$ cat config.mk
export PLATFORM = sky130hd
export DESIGN_NAME = cam_cfg_sequencer
export DESIGN_NICKNAME = d
export VERILOG_FILES = /design/src/rtl/cam_cfg_sequencer.sv
export SDC_FILE = /design/constraint.sdc
export NUM_CORES = 1
export LEC_CHECK = 0
export BUFFER_PORTS_ARGS = -buffer_cell sky130_fd_sc_hd__buf_2
export CAP_MARGIN = 25
export CORE_MARGIN = 3
export CORE_UTILIZATION = 60
export DETAILED_ROUTE_END_ITERATION = 7
export HOLD_SLACK_MARGIN = 0.03
export PLACE_DENSITY = 0.85
export SYNTH_ARGS = -nofsm -noshare
export SYNTH_HDL_FRONTEND = slang
export SYNTH_SLANG_ARGS = --single-unit
$ cat constraint.sdc
create_clock -name i_sysclk -period 5.88 [get_ports i_sysclk]
set_input_delay 0.588 -clock i_sysclk [delete_from_list [all_inputs] [get_ports i_sysclk]]
set_output_delay 0.588 -clock i_sysclk [all_outputs]
set_load 0.005 [all_outputs]
$ cat src/rtl/cam_cfg_sequencer.sv
// Camera configuration sequencer: walks a register ROM and issues each {reg, val}
// entry as an SCCB write, handling delay/end markers and bounded NACK retries.
module cam_cfg_sequencer #(
  parameter int ROM_AW       = 8,
  parameter int DELAY_CYCLES = 2500000,
  parameter int MAX_RETRY    = 3
) (
  input  logic              i_sysclk,
  input  logic              i_rst,
  input  logic              i_cfg_start,
  output logic [ROM_AW-1:0] o_rom_addr,
  input  logic [15:0]       i_rom_data,
  output logic              o_sccb_start,
  output logic [7:0]        o_sccb_reg,
  output logic [7:0]        o_sccb_val,
  input  logic              i_sccb_ready,
  input  logic              i_sccb_done,
  input  logic              i_sccb_nack,
  output logic              o_cfg_done,
  output logic              o_busy,
  output logic              o_err
);

  localparam int DW = (DELAY_CYCLES > 1) ? $clog2(DELAY_CYCLES) : 1;
  localparam int RW = (MAX_RETRY > 0) ? $clog2(MAX_RETRY + 1) : 1;
  localparam logic [DW-1:0]     LP_DELAY_LOAD = DW'(DELAY_CYCLES - 1);
  localparam logic [RW-1:0]     LP_MAX_RETRY  = RW'(MAX_RETRY);
  localparam logic [ROM_AW-1:0] LP_LAST_ADDR  = '1;
  localparam logic [15:0]       LP_END_MARK   = 16'hFFFF;
  localparam logic [15:0]       LP_DELAY_MARK = 16'hFFF0;

  typedef enum logic [2:0] {
    S_IDLE, S_READ, S_DECODE, S_ISSUE, S_WAIT, S_DELAY, S_DONE, S_ERROR
  } state_t;

  state_t            r_state;
  state_t            w_next;
  logic [ROM_AW-1:0] r_rom_addr;
  logic [7:0]        r_reg;
  logic [7:0]        r_val;
  logic [RW-1:0]     r_retry;
  logic [DW-1:0]     r_delay;

  logic w_last;
  logic w_retry_max;
  logic w_delay_zero;

  assign w_last       = (r_rom_addr == LP_LAST_ADDR);
  assign w_retry_max  = (r_retry == LP_MAX_RETRY);
  assign w_delay_zero = (r_delay == '0);

  always_ff @(posedge i_sysclk or posedge i_rst) begin
    if (i_rst) begin
      r_state <= S_IDLE;
    end else begin
      r_state <= w_next;
    end
  end

  // The last ROM address acts as an implicit end marker so the address never wraps.
  always_comb begin
    w_next = r_state;
    case (r_state)
      S_IDLE, S_DONE, S_ERROR: begin
        if (i_cfg_start) w_next = S_READ;
      end
      S_READ:   w_next = S_DECODE;
      S_DECODE: begin
        if (i_rom_data == LP_END_MARK)        w_next = S_DONE;
        else if (i_rom_data == LP_DELAY_MARK) w_next = S_DELAY;
        else                                  w_next = S_ISSUE;
      end
      S_ISSUE: begin
        if (i_sccb_ready) w_next = S_WAIT;
      end
      S_WAIT: begin
        if (i_sccb_done) begin
          if (!i_sccb_nack)     w_next = w_last ? S_DONE : S_READ;
          else if (w_retry_max) w_next = S_ERROR;
          else                  w_next = S_ISSUE;
        end
      end
      S_DELAY: begin
        if (w_delay_zero) w_next = w_last ? S_DONE : S_READ;
      end
      default: w_next = S_IDLE;
    endcase
  end

  always_ff @(posedge i_sysclk or posedge i_rst) begin
    if (i_rst) begin
      r_rom_addr <= '0;
      r_reg      <= '0;
      r_val      <= '0;
      r_retry    <= '0;
      r_delay    <= '0;
    end else begin
      case (r_state)
        S_IDLE, S_DONE, S_ERROR: begin
          if (i_cfg_start) begin
            r_rom_addr <= '0;
            r_retry    <= '0;
          end
        end
        S_DECODE: begin
          if (i_rom_data == LP_DELAY_MARK) begin
            r_delay <= LP_DELAY_LOAD;
          end else if (i_rom_data != LP_END_MARK) begin
            r_reg <= i_rom_data[15:8];
            r_val <= i_rom_data[7:0];
          end
        end
        S_WAIT: begin
          if (i_sccb_done) begin
            if (!i_sccb_nack) begin
              r_retry <= '0;
              if (!w_last) r_rom_addr <= r_rom_addr + 1'b1;
            end else if (!w_retry_max) begin
              r_retry <= r_retry + 1'b1;
            end
          end
        end
        S_DELAY: begin
          if (w_delay_zero) begin
            if (!w_last) r_rom_addr <= r_rom_addr + 1'b1;
          end else begin
            r_delay <= r_delay - 1'b1;
          end
        end
        default: ;
      endcase
    end
  end

  // Status outputs decode straight from state so an async reset clears them at once.
  always_comb begin
    o_rom_addr   = r_rom_addr;
    o_sccb_reg   = r_reg;
    o_sccb_val   = r_val;
    o_sccb_start = (r_state == S_ISSUE) && i_sccb_ready;
    o_cfg_done   = (r_state == S_DONE);
    o_err        = (r_state == S_ERROR);
    o_busy       = !((r_state == S_IDLE) || (r_state == S_DONE) || (r_state == S_ERROR));
  end

endmodule

==> metrics.cfg <==
[outcome]
outcome=finished clean

[synthesis]
syn-instance-count=268
synth_most_common_cell=dfrtp_1
synth_enable_flop_cells=0
yosysWarningCount=0
yosysSeqAreaShare=0.474
netlist_area_sq_mm=0.00270
yosys-top-cells-area=dfrtp_1, mux2_2, nor2_1
synth_top_cell_by_area=dfrtp_1
syn_nets=293
synth_common_cells=dfrtp_1, nor2_1, nand2_1
yosysTopAreaCellShare=0.474
yosysUniqueCellTypes=50
yosys_register_bits=51
synth_area_per_cell_sq_um=10.1
synthArstFlopShare=1.00
synth-main-ff-cell=dfrtp_1

[detailed_routing]
wl_per_cell_um=15.3
routed_wl_mm=5.64
firstDrtPassIters=4
drc=0
postRouteAntennaNets=0
dr.first_iter.drc_count=134
vias=2233
viasPerCell=6.07

[worst_setup_path]
cp-end-kind=flop
arrival_ns=2.92
cp-start-kind=flop
worstPathMaxFanout=12
crit_type=reg2reg
crit_required_ns=6.09

[power_and_ir_drop]
p_leak_nw=1.29
p_per_area_mw_per_mm2=382
max-vdd-ir-drop_uv=272

[cells_and_area]
top_register=r_delay
antenna_cells=0
area_growth_pct=15.4
nets=342
final_cells=368
largest_register_ffs=22
drive_gt1_frac=0.270

[die]
design.die.area_sq_mm=0.00533
pin_count=50
start_util=0.646
rows=23
dieHeight_um=73.0
core_area_sq_mm=0.00417
die_x_um=73.0

[global_routing]
grt-ovfl-total=0
track_usage=0.230
grt_pass1_wl_mm=9.65
antenna_found_initial=0
grt_pass1_vias=2231
grt_max_degree=36

[cts]
cts_resized=0
cts_hold_buf=0
cts.htree.levels=2
tritoncts=yes
cts_root_buf=clkbuf_8
numCtsBuffers=5
cts_setup_buffers=0
insertion_delay_ns=0.30
clkSinkCount=51
cts_buffer_depth=2
cts.clk_slew.worst_paths_ns=0.09

[sta]
rsz0062_at_grt=false
hold_violations=0
fmax_mhz=368
relSlewSlack=0.455
clock-skew-final_ns=0.00417
drv_slew=0
setup_viol=0
worst_pin_slew_ns=0.814
timing.final.crit_share=0.462
finalSetupTns_ns=0
post-route-min-period_ns=2.71

[flow_run]
drv_cap=0

[placement]
dp_hpwl_mm=4.09
dp_cells=360
gp_congestion=0.807
io_buffers=49

[worst_hold_path]
hp-class=in2async

-- worst max-delay path, stage by stage, from the launching register on --
cell and delay (ns):
dfrtp_1 0.40, or4_1 0.67, nor4_2 0.36, o211ai_1 0.35
or3b_1 0.59, o31ai_1 0.24
-- area by class of cell --
cell class,instances,area (sq um)
multi-input cells,201,1350
inverters,7,26.3
fillers,313,1060
repair buffers,51,273
flip-flops and latches,51,1280
clock buffers,6,82.6
well taps,50,62.6
clock inverters,2,35.0
-- layout by cell type (no fill, tap or decap), types with 3 or more instances in the layout --
cell type  count
inv_1          6
or3_1          7
nor4_1         4
a211oi_1       4
ha_1           3
mux2_2        18
or4_1          5
o31ai_1        6
and2_1         3
and3_1         5
nand4_1        6
nor3_1        10
nor2b_1        3
a31oi_1        4
dfrtp_1       51
nand3_1       10
nor2_1        23
nand3b_1       4
nand2_1       21
o21ai_0        7
buf_2         49
a21oi_1       10
o41ai_1        4
clkbuf_8       6
mux2i_1        5
xnor2_1        9
-- metrics by stage --
step                      total power, mW  hold slack (ns)  utilization  setup slack (ns)  instance area, sq um
final                                1.19            0.246        0.745              3.17                  3110
after global routing                 1.27            0.269        0.745              2.92                  3110
after CTS                            1.19            0.251        0.745              3.16                  3110
after detailed placement            0.942            0.490        0.717              3.15                  2990
after global placement              0.924            0.484        0.712              3.29                  2970
after floorplan                     0.804            0.473            -              3.69                  2700
-- layer usage --
layer | share of wire | GRT usage | vias to the layer above
met3 | 0.042 | 0.0523 | 13
met2 | 0.49 | 0.379 | 53
li1 | - | - | 1089
met5 | 0 | 0 | -
met1 | 0.44 | 0.294 | 1078
met4 | 0.018 | 0.0902 | 0
-- worst paths after layout --
kind                          startpoint            end  slack, ns  depth (start not counted)
setup / recovery             r_delay[19]  o_rom_addr[6]       3.17                          5
hold / removal                     i_rst     r_delay[4]       0.25                          2
setup reg to reg             r_delay[19]  o_rom_addr[6]       3.17                          5
hold reg to reg            o_sccb_reg[4]  o_sccb_reg[4]       0.51                          1
max in group asynchronous          i_rst    r_delay[15]       5.14                          3
min in group i_sysclk      o_sccb_reg[4]  o_sccb_reg[4]       0.51                          1
-- power by group --
group | switching (mW) | internal [mW] | leakage, nW | total, mW
clock | 0.111 | 0.138 | 0.0612 | 0.249
combinational | 0.200 | 0.212 | 0.655 | 0.412
sequential | 0.0831 | 0.443 | 0.573 | 0.526
total | 0.394 | 0.793 | 1.29 | 1.19
-- cells by family (layout without fill, tap and decap cells) --
logic type	count (synthesis)	in the layout	share of synthesized area
buffers and inverters	16	66	0.0241
and+or+nand+nor	115	115	0.234
adders and majority gates	3	3	0.0139
DFF	51	51	0.474
muxes	23	23	0.0938
xor gates and xnor gates	11	11	0.0358
AOI/OAI and AO/OA	49	49	0.125
(Power assumes the default switching activity.)
